File: src/rtl/bcd_count_sequencer_if.sv
// rtl/bcd_count_sequencer_if.sv - control/status bundle between the sequencer and its host and BCD counter
interface bcd_count_sequencer_if #(
  parameter int PRESCALE_W = 8
);
  logic                  start;
  logic                  stop;
  logic                  load_req;
  logic [7:0]            load_val;
  logic                  up_down_in;
  logic [PRESCALE_W-1:0] prescale;
  logic                  wrap_mode;
  logic [3:0]            digit1;
  logic [3:0]            digit0;
  logic                  cnt_en;
  logic                  cnt_up;
  logic                  cnt_load;
  logic [7:0]            cnt_load_val;
  logic                  busy;
  logic                  done;
  logic [1:0]            state;

  modport slave (
    input  start, stop, load_req, load_val, up_down_in, prescale, wrap_mode, digit1, digit0,
    output cnt_en, cnt_up, cnt_load, cnt_load_val, busy, done, state
  );

  modport master (
    output start, stop, load_req, load_val, up_down_in, prescale, wrap_mode, digit1, digit0,
    input  cnt_en, cnt_up, cnt_load, cnt_load_val, busy, done, state
  );
endinterface

File: src/rtl/bcd_count_sequencer.sv
// rtl/bcd_count_sequencer.sv - run/halt/preset sequencer driving a two-digit BCD counter
module bcd_count_sequencer #(
  parameter int PRESCALE_W = 8
) (
  input  logic                   clk,
  input  logic                   rst,
  bcd_count_sequencer_if.slave   bus
);

  typedef enum logic [1:0] {
    IDLE = 2'b00,
    RUN  = 2'b01,
    LOAD = 2'b10,
    HALT = 2'b11
  } state_e;

  state_e                state_q, state_d;
  logic                  dir_meta_q, dir_sync_q;
  logic [PRESCALE_W-1:0] pre_cnt_q, pre_cnt_d;
  logic                  cnt_en_q, cnt_en_d;
  logic                  cnt_load_q, cnt_load_d;
  logic                  done_q, done_d;
  logic                  cnt_up_q, cnt_up_d;
  logic [7:0]            load_val_q, load_val_d;
  logic                  tick;
  logic                  terminal;

  function automatic logic [3:0] clamp_bcd(input logic [3:0] nib);
    return (nib > 4'd9) ? 4'd9 : nib;
  endfunction

  // Pad direction is asynchronous; only the second flop is ever consumed.
  always_ff @(posedge clk) begin
    if (rst) begin
      dir_meta_q <= 1'b1;
      dir_sync_q <= 1'b1;
    end else begin
      dir_meta_q <= bus.up_down_in;
      dir_sync_q <= dir_meta_q;
    end
  end

  assign tick     = (state_q == RUN) && (pre_cnt_q >= bus.prescale);
  assign terminal = ( cnt_up_q && (bus.digit1 == 4'd9) && (bus.digit0 == 4'd9)) ||
                    (!cnt_up_q && (bus.digit1 == 4'd0) && (bus.digit0 == 4'd0));

  always_comb begin
    state_d    = state_q;
    cnt_en_d   = 1'b0;
    cnt_load_d = 1'b0;
    done_d     = 1'b0;
    load_val_d = load_val_q;

    // LOAD always falls back to IDLE, which makes a held load_req alternate.
    if (state_q == LOAD) begin
      state_d = IDLE;
    end else if (bus.load_req) begin
      state_d    = LOAD;
      cnt_load_d = 1'b1;
      load_val_d = {clamp_bcd(bus.load_val[7:4]), clamp_bcd(bus.load_val[3:0])};
    end else if (state_q == RUN) begin
      if (bus.stop) begin
        state_d = IDLE;
      end else if (tick) begin
        if (terminal && !bus.wrap_mode) begin
          state_d = HALT;
          done_d  = 1'b1;
        end else begin
          cnt_en_d = 1'b1;
        end
      end
    end else if (!bus.stop && bus.start) begin
      state_d = RUN;
    end
  end

  always_comb begin
    pre_cnt_d = '0;
    if ((state_q == RUN) && (state_d == RUN) && !tick) begin
      pre_cnt_d = pre_cnt_q + {{(PRESCALE_W-1){1'b0}}, 1'b1};
    end
  end

  // Direction is frozen between ticks so a step never sees a mid-period flip.
  always_comb begin
    cnt_up_d = cnt_up_q;
    if ((state_q != RUN) || tick) begin
      cnt_up_d = dir_sync_q;
    end
  end

  always_ff @(posedge clk) begin
    if (rst) begin
      state_q    <= IDLE;
      pre_cnt_q  <= '0;
      cnt_en_q   <= 1'b0;
      cnt_load_q <= 1'b0;
      done_q     <= 1'b0;
      cnt_up_q   <= 1'b1;
      load_val_q <= 8'h00;
    end else begin
      state_q    <= state_d;
      pre_cnt_q  <= pre_cnt_d;
      cnt_en_q   <= cnt_en_d;
      cnt_load_q <= cnt_load_d;
      done_q     <= done_d;
      cnt_up_q   <= cnt_up_d;
      load_val_q <= load_val_d;
    end
  end

  assign bus.cnt_en       = cnt_en_q;
  assign bus.cnt_up       = cnt_up_q;
  assign bus.cnt_load     = cnt_load_q;
  assign bus.cnt_load_val = load_val_q;
  assign bus.busy         = (state_q == RUN);
  assign bus.done         = done_q;
  assign bus.state        = state_q;

endmodule

File: src/flat_wrapper.sv
// flat-port wrapper written by rule: the top's interface ports become plain ports
module bcd_count_sequencer_flat 
#(
  parameter int PRESCALE_W = 8
)
  (clk, rst, bus_start, bus_stop, bus_load_req, bus_load_val, bus_up_down_in, bus_prescale, bus_wrap_mode, bus_digit1, bus_digit0, bus_cnt_en, bus_cnt_up, bus_cnt_load, bus_cnt_load_val, bus_busy, bus_done, bus_state);
  bcd_count_sequencer_if #(.PRESCALE_W(PRESCALE_W)) bus_i ();
  input  logic clk;
  input  logic rst;
  input wire logic [$bits(bus_i.start)-1:0] bus_start;
  input wire logic [$bits(bus_i.stop)-1:0] bus_stop;
  input wire logic [$bits(bus_i.load_req)-1:0] bus_load_req;
  input wire logic [$bits(bus_i.load_val)-1:0] bus_load_val;
  input wire logic [$bits(bus_i.up_down_in)-1:0] bus_up_down_in;
  input wire logic [$bits(bus_i.prescale)-1:0] bus_prescale;
  input wire logic [$bits(bus_i.wrap_mode)-1:0] bus_wrap_mode;
  input wire logic [$bits(bus_i.digit1)-1:0] bus_digit1;
  input wire logic [$bits(bus_i.digit0)-1:0] bus_digit0;
  output wire logic [$bits(bus_i.cnt_en)-1:0] bus_cnt_en;
  output wire logic [$bits(bus_i.cnt_up)-1:0] bus_cnt_up;
  output wire logic [$bits(bus_i.cnt_load)-1:0] bus_cnt_load;
  output wire logic [$bits(bus_i.cnt_load_val)-1:0] bus_cnt_load_val;
  output wire logic [$bits(bus_i.busy)-1:0] bus_busy;
  output wire logic [$bits(bus_i.done)-1:0] bus_done;
  output wire logic [$bits(bus_i.state)-1:0] bus_state;
  assign bus_i.start = bus_start;
  assign bus_i.stop = bus_stop;
  assign bus_i.load_req = bus_load_req;
  assign bus_i.load_val = bus_load_val;
  assign bus_i.up_down_in = bus_up_down_in;
  assign bus_i.prescale = bus_prescale;
  assign bus_i.wrap_mode = bus_wrap_mode;
  assign bus_i.digit1 = bus_digit1;
  assign bus_i.digit0 = bus_digit0;
  assign bus_cnt_en = bus_i.cnt_en;
  assign bus_cnt_up = bus_i.cnt_up;
  assign bus_cnt_load = bus_i.cnt_load;
  assign bus_cnt_load_val = bus_i.cnt_load_val;
  assign bus_busy = bus_i.busy;
  assign bus_done = bus_i.done;
  assign bus_state = bus_i.state;
  bcd_count_sequencer #(.PRESCALE_W(PRESCALE_W)) u_core (.clk(clk), .rst(rst), .bus(bus_i));
endmodule
File: config.mk
export PLATFORM = sky130hd
export DESIGN_NAME = bcd_count_sequencer_flat
export DESIGN_NICKNAME = d
export VERILOG_FILES = /design/src/rtl/bcd_count_sequencer_if.sv /design/src/rtl/bcd_count_sequencer.sv /design/src/flat_wrapper.sv
export SDC_FILE = /design/constraint.sdc
export NUM_CORES = 1
export LEC_CHECK = 0
export ABC_AREA = 1
export CAP_MARGIN = 15
export CORE_UTILIZATION = 39
export CTS_CLUSTER_SIZE = 20
export DETAILED_ROUTE_END_ITERATION = 10
export PLACE_DENSITY = 0.81
export SETUP_SLACK_MARGIN = 0.2
export SLEW_MARGIN = 20
export SYNTH_ARGS = -nofsm -noshare
export SYNTH_HDL_FRONTEND = slang
export SYNTH_SLANG_ARGS = --single-unit
export TNS_END_PERCENT = 30
File: constraint.sdc
create_clock -name clk -period 1.51 [get_ports clk]
set_clock_uncertainty 0.15 [all_clocks]
set_input_delay 0.2265 -clock clk [delete_from_list [all_inputs] [get_ports clk]]
set_output_delay 0.2265 -clock clk [all_outputs]
set_load 0.05 [all_outputs]
==> metrics.md, run 1 <==
| Metric | Value |
|---|---|
| Floorplan row count | `19` |
| Drc violations | `3` |
| Share of layout cells above drive strength 1 | `~38%` |
| Synth top area share | `just over 40%` |
| Cts bufs inserted | `3` |
| P_int | `~0.00094 W` |
| Die X | `57.3 µm` |
| Clk pwr share | `22.1%` |
| Status | `finished with violations` |
| H-tree depth | `1` |
| Layout area overhead | `79.2%` |
| Sink Count | `24` |
| Post-synth top cells | `nand2_1, dfxtp_1, inv_1, nor2_1` |
| Slew Limit Fails | `0` |
| Slew margin rel. | `80.1%` |
| Logic pwr share | `26.2%` |
| HP Class | `reg2reg` |
| Fillcell total | `205` |
| Final Wtd Congestion | `0.778` |
| Synth async-reset ratio | `0%` |
| First-pass GRT wire length | `5.03 mm` |
| Worst VDD drop | `654 µV` |
| Mapped cell area | `0.00119 mm²` |
| Post-Synthesis Net Count | `197` |
| Met3 wire length | `181 µm` |
| Min Tclk post-route | `1.58 ns` |
| TritonCTS clock tree | `yes` |
| Period Utilization, post-route | `104%` |
| Crit path cell chain | `ha_4 -> a21oi_2 -> nor2_1 -> nor2_2 -> nand3_4 -> nor2_4 -> nand2_4 -> nor2_2` |
| Worst hold slack | `between 0.2 and 0.3 ns` |
| Post-synth EDFFs | `0` |
| Inserted Diodes | `0` |
| Final ANT Viol Nets | `0` |
| Metal-1 WL | `1.22 mm` |
| Post-synth cell types | `23` |
| Placed cell area | `0.00199 mm²` |
| Worst-Skew Late Latency | `0.32 ns` |
| Largest area contributor in the netlist | `dfxtp_1` |
| CP Max Fanout | `8` |
| Die height | `between 50 and 60 µm` |
| Pwr dens | `a little over 600 mW/mm²` |
| Clock Root Buffer | `clkbuf_4` |
| Largest net degree at the start of global routing | `14` |
| Crit path arrival time | `about 1.7 ns` |
| Initial Utilization | `42.1%` |
| Input/output buffers | `45` |
| Worst EP required | `1.61 ns` |
| Final setup vio count | `9` |
| Core area | `approximately 0.0028 mm²` |
| Switching share of power | `28.4%` |
| DP Worst Slack | `-0.481 ns` |
| Congestion Overflow GR | `0` |
| Sequential power share | `51.7%` |
| Synth area leaders | `dfxtp_1, ha_1, nand2_1` |
| F_max | `around 0.63 GHz` |
| Synth Flop Type | `dfxtp_1` |
| Clk pin slew, worst setup/hold paths | `around 0.13 ns` |
| Flops & latches, synth | `24` |
| Initial antenna violation count | `0` |
| Drt initial violations | `23` |
| DIE AREA | `0.00328 mm²` |
| Syn_area_per_cell | `around 7.6 µm²` |
| Vias in the first global route | `~1,200` |
| Final setup margin | `-0.0673 ns` |
| GRT Total Usage | `19.8%` |
| Drt wl/cell | `11.9 µm` |
| Most used cell, CP | `nor2_2` |
| Failing checks | `design-rule violations, negative setup slack` |
| Sequential area share after synthesis | `between 40% and 50%` |
| Count leader, synth | `nand2_1` |
| Setup CP Type | `reg2reg` |
| Yosys warns | `0` |
| Half-perimeter wire length after placement | `2.43 mm` |
| Via count | `1,201` |
| CTS Buffer Depth | `2` |
| Hold buffers post-CTS | `0` |
| Routed Wire Length | `2.99 mm` |
| DRT Pass-1 Iters | `7` |
| IO Count | `46` |
| Static Leakage | `between 0.9 and 1 nW` |
| Nets | `about 260` |
| CP max-delay cell | `dfxtp_2` |
| Post-Layout Inst Area | `0.00213 mm²` |
| Switch Pwr | `0.000371 W` |
| Element type at the critical path end | `flip-flop` |
| Post-Syn Instances | `about 160` |
| Startpoint Class | `flip-flop` |
| Final hold vios | `0` |
| Tightest Pin Transition | `0.296 ns` |
| RSZ-0062 raised after global routing | `true` |
| Uppermost layer routed | `met4` |
| Max Cap Violations | `0` |
| Vias per inst | `approximately 4.8` |
| Metal2 WL | `~1.6 mm` |
| Max incr delay on CP | `0.37 ns` |
[power groups by stage]
stage	Clock, W	Combinational [W]	Sequential [W]
final	0.000289	0.000343	0.000677
after CTS	0.000301	0.000336	0.000677
after global placement	0	0.000328	0.000690
after floorplan	0	0.0000838	0.000743
after detailed placement	0	0.000338	0.000691
after global routing	0.000323	0.000367	0.000679
[cells by family after synthesis]
| family | after synthesis | synth area share, % |
|---|---|---|
| XOR/XNOR | 6 | 4.41 |
| buffers and inverters | 26 | 8.19 |
| AND/OR/NAND/NOR | 73 | 28.7 |
| flip-flops | 24 | 40.3 |
| adder cells (fa/ha/maj) | 9 | 9.45 |
| AO/OA/AOI/OAI | 19 | 8.93 |
[what timing repair did]
action | in CTS | in global routing
setup buffers | 0 | 2
pin swaps | 15 | 12
setup endpoints to repair | 14 | 15
gates resized for setup | 18 | 21
endpoints found under the hold margin | 0 | 0
[path summary, 6_finish.rpt]
kind / slack [ns] / from / to / depth (start not counted)
worst max register to register: -0.07 / u_core.pre_cnt_q[5]$_SDFF_PP0_ / u_core.pre_cnt_q[2]$_SDFF_PP0_ / 8
worst max-delay path: -0.07 / u_core.pre_cnt_q[5]$_SDFF_PP0_ / u_core.pre_cnt_q[2]$_SDFF_PP0_ / 8
worst min-delay path: 0.28 / u_core.dir_meta_q$_SDFF_PP1_ / u_core.dir_sync_q$_SDFF_PP1_ / 1
worst min register to register: 0.28 / u_core.dir_meta_q$_SDFF_PP1_ / u_core.dir_sync_q$_SDFF_PP1_ / 1
[registers in the layout, summed over array words and instances, names as in the netlist]
name and count:
u_core.bus.cnt_load_val 8, u_core.dir_sync_q 1, u_core.pre_cnt_q 8, u_core.dir_meta_q 1, u_core.bus.cnt_load 1, u_core.bus.cnt_en 1
u_core.bus.state 2, u_core.bus.done 1, u_core.bus.cnt_up 1
[worst max-delay path, delay by kind of cell (launching register included)]
kind,cells,cell delay (ns)
simple gates,6,0.67
flops,1,0.37
compound gates,1,0.12
fa+ha+maj,1,0.20
[layout make-up]
type / count / area (µm²) / area share, %
multi-input cells: 107 / 766 / 35.9
repair buffers: 61 / 712 / 33.4
flip-flops and latches: 24 / 498 / 23.3
inverters: 25 / 93.8 / 4.40
well taps: 31 / 38.8 / 1.82
clock buffers: 4 / 26.3 / 1.23
[routing by layer]
layer	GRT usage (%)	vias to the layer above
met3	4.99	6
met5	0	-
met4	6.27	0
li1	-	628
met2	36.8	35
met1	21.9	532
[metrics by stage]
step	utilization [%]	setup TNS [ns]	total power, W	instances
2_1_floorplan	-	0	0.000827	157
3_3_place_gp	70.2	-4.97	0.00102	246
3_5_place_dp	70.2	-5.72	0.00103	246
4_1_cts	71.8	-0.598	0.00131	250
5_1_grt	75.5	-1.81	0.00137	252
6_report	75.5	-0.422	0.00131	252
[placed cells by master (no fill, tap or decap), drive strengths merged]
master	Yosys	routed
a21oi	11	11
o21ai	5	5
a211oi	1	1
clkbuf	1	4
inv	25	25
o21a	1	1
xnor2	3	3
dlygate4sd2	0	7
ha	9	9
nor2	28	28
a21o	1	1
or2	3	3
nand4	3	3
nand3	12	12
buf	0	31
dfxtp	24	24
xor2	3	3
clkdlybuf4s50	0	23
nand2	27	27
No activity file was read; power rests on OpenSTA's default activity.
==> run 2: changes to the inputs <==
CAP_MARGIN = not set   (was 15)
CORE_UTILIZATION = 33   (was 39)
PLACE_DENSITY = 0.72   (was 0.81)
==> metrics.md, run 2 (synthesis results as in run 1) <==
| Metric | Value |
|---|---|
| Sink Count | `24 (unchanged)` |
| Worst VDD drop | `617 µV (-5.7%)` |
| Cts bufs inserted | `3 (unchanged)` |
| P_int | `0.000989 W (+5.6%)` |
| Final setup TNS | `-0.537 ns (-0.115 ns)` |
| Final Wtd Congestion | `0.798 (+2.6%)` |
| DP Worst Slack | `-0.470 ns (+0.0111 ns)` |
| CP Max Fanout | `8 (unchanged)` |
| Slew Limit Fails | `0 (unchanged)` |
| Vias per inst | `4.47 (-6.2%)` |
| Final ANT Viol Nets | `0 (unchanged)` |
| Vias in the first global route | `1,058 (-15%)` |
| Final setup vio count | `9 (unchanged)` |
| Worst-Skew Late Latency | `0.31 ns (about the same)` |
| HP Class | `reg2reg` |
| Congestion Overflow GR | `0 (unchanged)` |
| Clk pwr share | `24.8% (+2.7 points)` |
| Worst EP required | `1.63 ns (+0.02 ns)` |
| Clock Root Buffer | `clkbuf_4` |
| Nets | `262 (unchanged)` |
| Logic pwr share | `25.5% (-0.7 points)` |
| Startpoint Class | `flip-flop` |
| Failing checks | `negative setup slack` |
| Via count | `1,194 (-0.58%)` |
| TritonCTS clock tree | `yes` |
| Tightest Pin Transition | `0.245 ns (-0.0509 ns)` |
| Share of layout cells above drive strength 1 | `40.3% (+1.8 points)` |
| Min Tclk post-route | `1.59 ns (+0.00920 ns)` |
| Layout area overhead | `82.5%` |
| Period Utilization, post-route | `105% (+0.61 points)` |
| Clk pin slew, worst setup/hold paths | `0.13 ns (about the same)` |
| Most common cell after layout, fill and taps aside | `clkdlybuf4s50_1` |
| Routed Wire Length | `2.73 mm (-8.7%)` |
| Final setup margin | `-0.0765 ns (-0.00920 ns)` |
| First-pass GRT wire length | `4.30 mm (-15%)` |
| Static Leakage | `0.942 nW (+3.0%)` |
| Drt wl/cell | `10.2 µm (-14%)` |
| Die X | `62.1 µm (+8.4%)` |
| Element type at the critical path end | `flip-flop` |
| Crit path arrival time | `1.70 ns (+0.02 ns)` |
| Switching share of power | `27.6% (-0.79 points)` |
| Floorplan row count | `21 (+2)` |
| DIE AREA | `0.00385 mm² (+18%)` |
| Setup CP Type | `reg2reg` |
| IO Count | `46 (unchanged)` |
| Status | `finished with violations` |
| Most frequent cells in the layout | `clkdlybuf4s50_1, nand2_1, inv_1, nor2_1, buf_4` |
| Drt initial violations | `13 (-43%)` |
| Largest net degree at the start of global routing | `14 (unchanged)` |
| Half-perimeter wire length after placement | `2.14 mm (-12%)` |
| F_max | `0.630 GHz (-0.58%)` |
| Sequential power share | `49.7% (-2.0 points)` |
| DRT Pass-1 Iters | `4 (-3)` |
| Initial Utilization | `35.1% (-7.0 points)` |
| Worst hold slack | `0.300 ns (+0.0200 ns)` |
| Initial antenna violation count | `0 (unchanged)` |
| Hold buffers post-CTS | `0 (unchanged)` |
| Slew margin rel. | `83.6% (+3.5 points)` |
| CTS Buffer Depth | `2 (unchanged)` |
| Inserted Diodes | `0 (unchanged)` |
| Drc violations | `0 (-3)` |
| Pwr dens | `629 mW/mm² (+2.5%)` |
| Die height | `62.1 µm (+8.4%)` |
| RSZ-0062 raised after global routing | `true` |
| GRT Total Usage | `15.2% (-4.5 points)` |
| Core area | `0.00339 mm² (+20%)` |
| H-tree depth | `1 (unchanged)` |
| Max Cap Violations | `0 (unchanged)` |
| Final hold vios | `0 (unchanged)` |
| Switch Pwr | `0.000377 W (+1.5%)` |
| Input/output buffers | `45 (unchanged)` |
run 2: worst paths after layout:
path	startpoint	slack [ns]	cells past startpoint	end
max	u_core.pre_cnt_q[5]$_SDFF_PP0_	-0.08	8	u_core.pre_cnt_q[0]$_SDFF_PP0_
min	u_core.dir_meta_q$_SDFF_PP1_	0.30	1	u_core.dir_sync_q$_SDFF_PP1_
max reg2reg	u_core.pre_cnt_q[5]$_SDFF_PP0_	-0.08	8	u_core.pre_cnt_q[0]$_SDFF_PP0_
min reg2reg	u_core.dir_meta_q$_SDFF_PP1_	0.30	1	u_core.dir_sync_q$_SDFF_PP1_
run 2: power groups by stage:
stage / clock, W / combinational (W) / sequential (W)
3_3_place_gp: 0 / 0.000332 / 0.000692
4_1_cts: 0.000354 / 0.000337 / 0.000678
3_5_place_dp: 0 / 0.000336 / 0.000691
5_1_grt: 0.000389 / 0.000375 / 0.000682
2_1_floorplan: 0 / 0.0000838 / 0.000743
6_report: 0.000339 / 0.000348 / 0.000679
run 2: final cells by class:
class | instances | area [µm²]
clock buffer | 4 | 36.3
fill | 282 | 1220
inverter | 25 | 93.8
multi-input combinational | 107 | 773
sequential | 24 | 497
tap | 46 | 57.6
timing repair buffer | 61 | 716
run 2: metrics by stage:
stage,instance area [µm²],utilization (%),cells,total power [W]
final,2170,64.1,267,0.00137
after global routing,2170,64.1,267,0.00145
after CTS,2090,61.6,267,0.00137
after detailed placement,2020,59.6,263,0.00103
after global placement,2020,59.6,263,0.00102
after floorplan,1240,-,157,0.000827
run 2: timing repair:
action,in CTS,in global routing
setup buffers,0,0
resized for setup,18,24
endpoints found under the setup margin,15,24
pin swaps,15,9
run 2: worst max-delay path, cell delays in order, from the launching register on:
cell and delay, ns:
dfxtp_2 0.36, ha_4 0.25, a21oi_2 0.12, nor2_1 0.06
nor2_2 0.12, nand3_4 0.13, nor2_4 0.13, nand2_4 0.11
nor2_1 0.12
run 2: routing by layer:
metal  GRT usage [%]  part of all wire [%]  vias up
met2            25.1                    47       36
li1                -                     -      629
met3            4.76                   7.0        4
met1            18.6                    44      525
met5               0                     0        -
met4            5.71                   1.2        0
==> run 3: changes to the inputs <==
TNS_END_PERCENT = 50   (was 30)
==> metrics.md, run 3 (synthesis results as in run 1) <==
| Metric | Value |
|---|---|
| Slew Limit Fails | `0 (unchanged)` |
| Total power | `0.00149 W (+8.8%)` |
| Worst EP required | `1.61 ns (-0.02 ns)` |
| First-pass GRT wire length | `4.16 mm (-3.2%)` |
| IO Count | `46 (unchanged)` |
| RSZ-0062 raised after global routing | `true` |
| Worst VDD drop | `460 µV (-25%)` |
| Hold buffers post-CTS | `0 (unchanged)` |
| Post-Layout Inst Area | `0.00218 mm² (+0.46%)` |
| Crit path arrival time | `1.63 ns (-0.07 ns)` |
| HP Start | `u_core.dir_meta_q$_SDFF_PP1_` |
| Final hold vios | `0 (unchanged)` |
| Failing checks | `negative setup slack` |
| Element type at the critical path end | `flip-flop` |
| Worst R2R Start | `u_core.pre_cnt_q[5]$_SDFF_PP0_` |
| Floorplan row count | `21 (unchanged)` |
| Worst Setup SP | `u_core.pre_cnt_q[5]$_SDFF_PP0_` |
| Worst-Skew Late Latency | `0.31 ns (about the same)` |
| Period Utilization, post-route | `101% (-3.9 points)` |
| Die height | `62.1 µm (unchanged)` |
| Cts bufs inserted | `3 (unchanged)` |
| Final setup vio count | `8 (-1)` |
| Initial Utilization | `35.1% (unchanged)` |
| DIE AREA | `0.00385 mm² (unchanged)` |
| CP Max Fanout | `8 (unchanged)` |
| Drt wl/cell | `9.98 µm (-2.5%)` |
| Initial antenna violation count | `0 (unchanged)` |
| Core area | `0.00339 mm² (unchanged)` |
| Final Wtd Congestion | `0.770 (-3.5%)` |
| Nets | `262 (unchanged)` |
| Setup CP Type | `reg2reg` |
| Startpoint Class | `flip-flop` |
| Die X | `62.1 µm (unchanged)` |
| Fillcell total | `293 (+3.9%)` |
| Status | `finished with violations` |
| GRT Total Usage | `14.8% (-0.48 points)` |
| H-tree depth | `1 (unchanged)` |
| Share of layout cells above drive strength 1 | `38.9% (-1.4 points)` |
| Drt initial violations | `23 (+10)` |
| Largest net degree at the start of global routing | `15 (+1)` |
| Pwr dens | `681 mW/mm² (+8.3%)` |
| F_max | `0.655 GHz (+3.9%)` |
| Final ANT Viol Nets | `0 (unchanged)` |
| Min Tclk post-route | `1.53 ns (-0.0589 ns)` |
| Most common cell after layout, fill and taps aside | `clkdlybuf4s50_1` |
| Via count | `1,144 (-4.2%)` |
| Sink Count | `24 (unchanged)` |
| Placed cell area | `0.00204 mm² (+1.1%)` |
| TritonCTS clock tree | `yes` |
| Routed Wire Length | `2.67 mm (-2.5%)` |
| Half-perimeter wire length after placement | `2.12 mm (-0.78%)` |
| Most frequent cells in the layout | `clkdlybuf4s50_1, nor2_1, nand2_1` |
| Clk pin slew, worst setup/hold paths | `0.13 ns (about the same)` |
| DRT Pass-1 Iters | `4 (unchanged)` |
| Drc violations | `0 (unchanged)` |
| Tightest Pin Transition | `0.204 ns (-0.0415 ns)` |
| Final setup margin | `-0.0176 ns (+0.0589 ns)` |
| Slew margin rel. | `86.3% (+2.7 points)` |
| Congestion Overflow GR | `0 (unchanged)` |
| Vias per inst | `4.28 (-4.2%)` |
| Layout area overhead | `83.3%` |
| Clock Root Buffer | `clkbuf_4` |
| CTS Buffer Depth | `2 (unchanged)` |
| HP Class | `reg2reg` |
| Input/output buffers | `45 (unchanged)` |
| Max Cap Violations | `0 (unchanged)` |
| Inserted Diodes | `0 (unchanged)` |
| Vias in the first global route | `999 (-5.6%)` |
| Static Leakage | `0.931 nW (-1.2%)` |
[run 3: area by class of cell]
class	instances	area (µm²)	area share (%)
Clock buffer	3	22.5	1.03
Multi-Input combinational cell	107	766	35.1
Clock inverter	1	30.0	1.38
Tap cell	46	57.6	2.64
Inverter	25	93.8	4.30
Sequential cell	24	498	22.8
Timing Repair Buffer	61	716	32.8
[run 3: power breakdown]
| group | internal (W) | switching, W | leakage (nW) |
|---|---|---|---|
| clock network | 0.000268 | 0.000192 | 0.0279 |
| logic | 0.000187 | 0.000163 | 0.702 |
| registers | 0.000653 | 0.0000239 | 0.200 |
| total | 0.00111 | 0.000378 | 0.931 |
[run 3: worst paths after layout]
kind | end | slack (ns) | depth (start not counted)
setup / recovery | u_core.pre_cnt_q[5]$_SDFF_PP0_ | -0.02 | 8
hold / removal | u_core.dir_sync_q$_SDFF_PP1_ | 0.27 | 1
hold reg to reg | u_core.dir_sync_q$_SDFF_PP1_ | 0.27 | 1
setup reg to reg | u_core.pre_cnt_q[5]$_SDFF_PP0_ | -0.02 | 8
[run 3: what timing repair did]
action | CTS | global route
pin swaps | 17 | 13
gates resized for setup | 19 | 18
endpoints found under the setup margin | 17 | 22
setup buffers | 1 | 0
[run 3: routing by layer]
layer	track usage [%]	up-vias	share of wire [%]
met3	5.59	2	7.4
met5	0	-	0
met1	17.8	485	46
met2	24.2	32	46
met4	4.76	0	0.79
li1	-	625	-
[run 3: stage by stage]
step | hold WS, ns | utilization, % | setup TNS [ns] | setup WS [ns] | std cells
global placement | 0.251 | 60.2 | -5.31 | -0.431 | 262
floorplan | 0.180 | - | 0 | 0.0562 | 157
detailed placement | 0.245 | 60.2 | -5.97 | -0.484 | 262
CTS | 0.275 | 62.3 | -0.430 | -0.0731 | 267
finish | 0.272 | 64.4 | -0.0629 | -0.0176 | 267
global route | 0.285 | 64.4 | -0.914 | -0.103 | 267
[run 3: worst max-delay path: stages, from the launching register on]
cell and delay, ns:
dfxtp_2 0.38, ha_4 0.20, a21oi_2 0.11, nor2_1 0.06, nor2_2 0.14, nand3_4 0.12
nor2_4 0.13, nand2_4 0.09, nor2_1 0.10
==> patch 1: new RTL, flow settings as in run 1 <==
`PRESCALE_W` is set to 8 in 3 places; all go to 12.
--- a/src/rtl/bcd_count_sequencer_if.sv
+++ b/src/rtl/bcd_count_sequencer_if.sv
@@ -1,6 +1,6 @@
 // rtl/bcd_count_sequencer_if.sv - control/status bundle between the sequencer and its host and BCD counter
 interface bcd_count_sequencer_if #(
-  parameter int PRESCALE_W = 8
+  parameter int PRESCALE_W = 12
 );
   logic                  start;
   logic                  stop;
--- a/src/rtl/bcd_count_sequencer.sv
+++ b/src/rtl/bcd_count_sequencer.sv
@@ -1,6 +1,6 @@
 // rtl/bcd_count_sequencer.sv - run/halt/preset sequencer driving a two-digit BCD counter
 module bcd_count_sequencer #(
-  parameter int PRESCALE_W = 8
+  parameter int PRESCALE_W = 12
 ) (
   input  logic                   clk,
   input  logic                   rst,
--- a/src/flat_wrapper.sv
+++ b/src/flat_wrapper.sv
@@ -1,7 +1,7 @@
 // flat-port wrapper written by rule: the top's interface ports become plain ports
 module bcd_count_sequencer_flat 
 #(
-  parameter int PRESCALE_W = 8
+  parameter int PRESCALE_W = 12
 )
   (clk, rst, bus_start, bus_stop, bus_load_req, bus_load_val, bus_up_down_in, bus_prescale, bus_wrap_mode, bus_digit1, bus_digit0, bus_cnt_en, bus_cnt_up, bus_cnt_load, bus_cnt_load_val, bus_busy, bus_done, bus_state);
   bcd_count_sequencer_if #(.PRESCALE_W(PRESCALE_W)) bus_i ();
Ports: changed (resized bus_prescale); port bits go from 46 to 50. No check against the original RTL was run, so the function may have changed too.
==> patch 1 against run 1 <==
The flow finishes with violations (negative setup slack); sequential power increased by 16%; power increased by 31%; count of clock-buffer cells in the layout unchanged; utilization decreased by 0.97 points; final area increased by 32%; wire length increased by 33%; sequential cell count increased by 4; synthesized cell count increased by 31%; via count increased by 33%; setup slack got worse by 140 ps; hold slack improved by 10 ps; synthesized area increased by 32%; critical endpoint is now u_core.pre_cnt_q[3].
==> patch 1: results (changes against run 1) <==
| Metric | Value |
|---|---|
| Outcome | `finished, violations left` |
| Violated checks | `negative setup slack` |
| Drt drc | `0 (-3)` |
| Worst-margin pin slew | `384 ps (+87.7 ps)` |
| Input/output buffers | `49 (+8.9%)` |
| Power Sequential | `783 µW (+16%)` |
| # nets final | `339 (+29%)` |
| Detailed Place HPWL | `2900 µm (+19%)` |
| Crit-path max FO | `6 (-2)` |
| Final worst slack | `-205 ps (-138 ps)` |
| Crit. Startpoint | `u_core.pre_cnt_q[9]` |
| Synth Area per Inst | `7.70 µm² (+1.4%)` |
| CTS clk-pin slew, worst paths | `100 ps (-30 ps)` |
| Main area contributors after synthesis | `dfxtp_1 36%, ha_1 10%, nand2_1 8.6%, inv_1 8.1%, nor2_2 4.8%` |
| Pin count of the biggest net entering global routing | `17 (+3)` |
| DRT iter0 DRCs | `28 (+22%)` |
| Leakage | `1.23 nW (+34%)` |
| Post-CTS Resized | `36 (+18)` |
| Critical path destination | `u_core.pre_cnt_q[3]` |
| Setup TNS | `-2770 ps (-2350 ps)` |
| List of most frequent post-synthesis cells | `36 x nand2_1, 34 x inv_1, 28 x dfxtp_1` |
| WL/cell | `11.7 µm (-1.1%)` |
| Post-CTS repair timing setup buffer count | `4 (+4)` |
| Routability cong. | `0.828 (+6.5%)` |
| Layout cells sized above 1 | `0.452 (+0.0671)` |
| # setup viols final | `17 (+8)` |
## patch 1: how the worst min path moves through the flow
| stage | startpoint | end | slack [ps] | cells past startpoint |
|---|---|---|---|---|
| 2_1_floorplan | bus_stop | u_core.bus.state[0] | 170 | 1 |
| 3_3_place_gp | u_core.dir_meta_q | u_core.dir_sync_q | 240 | 1 |
| 3_5_place_dp | u_core.dir_meta_q | u_core.dir_sync_q | 260 | 1 |
| 4_1_cts | u_core.dir_meta_q | u_core.dir_sync_q | 290 | 1 |
| 5_1_grt | u_core.dir_meta_q | u_core.dir_sync_q | 300 | 1 |
| 6_report | u_core.dir_meta_q | u_core.dir_sync_q | 290 | 1 |
## patch 1: logic make-up (layout without fill, tap and decap cells)
| logic type | Yosys count | count (layout) | synth area share |
|---|---|---|---|
| compound gates | 20 | 20 | 0.0817 |
| xor+xnor | 9 | 9 | 0.0500 |
| fa+ha+maj | 13 | 13 | 0.103 |
| buf+inv | 42 | 126 | 0.113 |
| flops | 28 | 28 | 0.355 |
| simple gates | 93 | 94 | 0.297 |
## patch 1: critical path, stage by stage (launching register included)
cell     delay (ps)
dfxtp_4         370
ha_4            240
nand2_2          50
nand2_1          40
nand2_1          50
nand2_1          60
a21oi_2         190
nand2_4         100
nor2_4          160
nand2_4         130
nor2_2          110
## patch 1: area by class of cell
| cell class | count | area (µm²) |
|---|---|---|
| flip-flops and latches | 28 | 579 |
| clock buffers | 4 | 66.3 |
| multi-input cells | 136 | 1070 |
| fillers | 269 | 962 |
| well taps | 48 | 60.1 |
| repair buffers | 82 | 877 |
| inverters | 40 | 158 |
## patch 1: per-layer routing
metal  GRT usage  wire length, µm  up-vias
met1       0.216             1630      727
met2       0.340             2100       44
met5           0                0        -
met4      0.0625               72        0
li1            -                -      814
met3      0.0260              169       10
==> patch 2: new RTL, config.mk and constraints of run 1 <==
Without the edit above. Make the reset (`rst`) asynchronous in 2 clocked blocks.
--- a/src/rtl/bcd_count_sequencer.sv
+++ b/src/rtl/bcd_count_sequencer.sv
@@ -30,7 +30,7 @@
   endfunction
 
   // Pad direction is asynchronous; only the second flop is ever consumed.
-  always_ff @(posedge clk) begin
+  always_ff @(posedge clk or posedge rst) begin
     if (rst) begin
       dir_meta_q <= 1'b1;
       dir_sync_q <= 1'b1;
@@ -89,7 +89,7 @@
     end
   end
 
-  always_ff @(posedge clk) begin
+  always_ff @(posedge clk or posedge rst) begin
     if (rst) begin
       state_q    <= IDLE;
       pre_cnt_q  <= '0;
Behaviour: differs if rst is asserted again (counterexample within 4 cycles, from zero or initial values and one cycle with rst high); with rst held inactive, the same outputs for 10 cycles.
==> patch 2 against run 1 <==
Wire length increased by 0.60%; synthesized area grew 11%; utilization is 3.6 points lower; sequential cell count did not move; non-clock buffer count fell by 1; die area up 10%; final area increased by 5.3%; register-to-register slack worse by 210 ps; via count is 1.5% lower; setup slack worse by 230 ps; largest cell class is now buffers; the flow finishes with violations (negative setup slack); first-iteration DRC count grew 26%; critical endpoint is now u_core.pre_cnt_q[0]; sequential share of layout area is 3.7 points higher.
Power is not compared: it rests on default switching activity, and its combinational part moved more than twofold at a synthesized area within 25%.
==> patch 2: results (changes against run 1) <==
| Metric | Value |
|---|---|
| CP max stage cell | `clkdlybuf4s50_1` |
| TritonRoute pass-1 iters | `4 (-3)` |
| Detailed Place HPWL | `2270 µm (-6.5%)` |
| Switching Fraction | `0.347` |
| Asr flop ratio synth | `1.00 (+1.00)` |
| List of most frequent post-synthesis cells | `32 x nand2_1, 21 x dfrtp_1, 19 x inv_1` |
| Met3 GRT Util | `0.0260 (-0.0239)` |
| Crit-path max FO | `8 (unchanged)` |
| Type of the most critical hold path | `in -> async` |
| Hold Worst Slack | `85.2 ps (-195 ps)` |
| Syn nets | `189 (-4.1%)` |
| WL/cell | `11.7 µm (-1.4%)` |
| Later-pin clock latency in the skew report | `310 ps` |
| DR top layer | `met4` |
| Crit-path max cell delay | `450 ps (+80 ps)` |
| DP Worst Slack | `-562 ps (-80.9 ps)` |
| Setup TNS | `-3260 ps (-2840 ps)` |
| Most used DFF post-synth | `dfrtp_1` |
| Worst VDD drop | `0.663 mV` |
| Input/output buffers | `45 (unchanged)` |
| WL met2 | `1570 µm (+0.96%)` |
| Reg2Reg Setup Slack | `-280 ps (-210 ps)` |
| Count of filler cells inserted in the layout | `212 (+3.4%)` |
| Layout cells sized above 1 | `0.352 (-0.0325)` |
| Seq/Total Area, Yosys | `0.459 (+0.0553)` |
| Power Sequential | `825 µW` |
| Main area contributors after synthesis | `dfrtp_1 40%, nand2_1 9.1%, ha_1 8.5%, dfstp_2 6.0%, inv_1 5.4%` |
| Clock buffer count from CTS | `3 (unchanged)` |
| Post-place instance area | `2080 µm² (+4.7%)` |
| Met1 GRT Util | `0.215 (-0.00339)` |
| Leakage | `1.04 nW` |
| Wire length on met1 | `1270 µm (+4.3%)` |
| # nets final | `254 (-3.1%)` |
| First-pass GRT wire length | `4820 µm (-4.1%)` |
| Synth Area per Inst | `8.84 µm² (+17%)` |
| Syn. warnings | `0 (unchanged)` |
| Drt drc | `0 (-3)` |
| Antenna cells | `0 (unchanged)` |
| Met3 Wirelength | `125 µm (-31%)` |
| Grt met2 use | `0.309 (-0.0588)` |
| Unique masters post-synth | `25 (+8.7%)` |
| Final worst slack | `-292 ps (-225 ps)` |
| Routability cong. | `0.800 (+2.9%)` |
| Vias in the first global route | `1192 (-4.3%)` |
| Slew Limit Headroom | `0.801 (about the same)` |
| Violated checks | `negative setup slack` |
| Family with the most delay on the worst path | `simple AND/OR/NAND/NOR gates` |
| CTS H-tree lvls | `1 (unchanged)` |
| Outcome | `finished, violations left` |
| Clock Tree Root | `clkbuf_4` |
| DRT iter0 DRCs | `29 (+26%)` |
| Critical Path AT | `1900 ps (+220 ps)` |
| Pin count of the biggest net entering global routing | `25 (+11)` |
| Via density | `4.60 (-3.4%)` |
| # setup viols final | `13 (+4)` |
| Total GRT Usage | `0.177 (-0.0211)` |
-- patch 2: cell types whose count changed after synthesis, sizes merged, moves of 5 or more --
cell / before / now
nand3: 12 / 4
nand2: 27 / 34
dfrtp: 0 / 21
a21oi: 11 / 6
dfxtp: 24 / 0
-- patch 2: cell type report --
type | instances | share of cell area
Clock buffer | 3 | 0.0100
Clock inverter | 1 | 0.0134
Multi-Input combinational cell | 103 | 0.319
Inverter | 22 | 0.0390
Tap cell | 44 | 0.0245
Timing Repair Buffer | 60 | 0.324
Sequential cell | 24 | 0.270
-- patch 2: per-stage QoR --
| step | utilization | power (mW) | std cells |
|---|---|---|---|
| floorplan | - | 1.22 | 149 |
| global placement | 0.664 | 1.70 | 251 |
| detailed placement | 0.664 | 1.72 | 251 |
| CTS | 0.688 | 2.20 | 255 |
| global route | 0.719 | 2.29 | 257 |
| finish | 0.719 | 2.20 | 257 |
-- patch 2: logic make-up after synthesis --
| logic type | synth area share |
|---|---|
| compound gates | 0.0589 |
| flops | 0.459 |
| simple gates | 0.292 |
| buf+inv | 0.0646 |
| fa+ha+maj | 0.0855 |
| xor+xnor | 0.0399 |
-- patch 2: final timing paths --
kind / end / cells after the start / from
worst max-delay path: u_core.pre_cnt_q[0] / 12 / bus_prescale[2]
worst min-delay path: u_core.bus.cnt_load_val[2] / 3 / rst
worst max register to register: u_core.pre_cnt_q[0] / 10 / u_core.pre_cnt_q[2]
worst min register to register: u_core.dir_sync_q / 0 / u_core.dir_meta_q
max in group asynchronous: u_core.bus.cnt_up / 3 / rst
min in group clk: u_core.dir_meta_q / 1 / bus_up_down_in
-- patch 2: repair_timing --
item / CTS / global route
hold endpoints to repair: 0 / 0
buffers inserted: 0 / 2
hold buffers: 0 / 0
gates resized for setup: 7 / 15
pin swaps: 5 / 23
setup endpoints to repair: 17 / 32
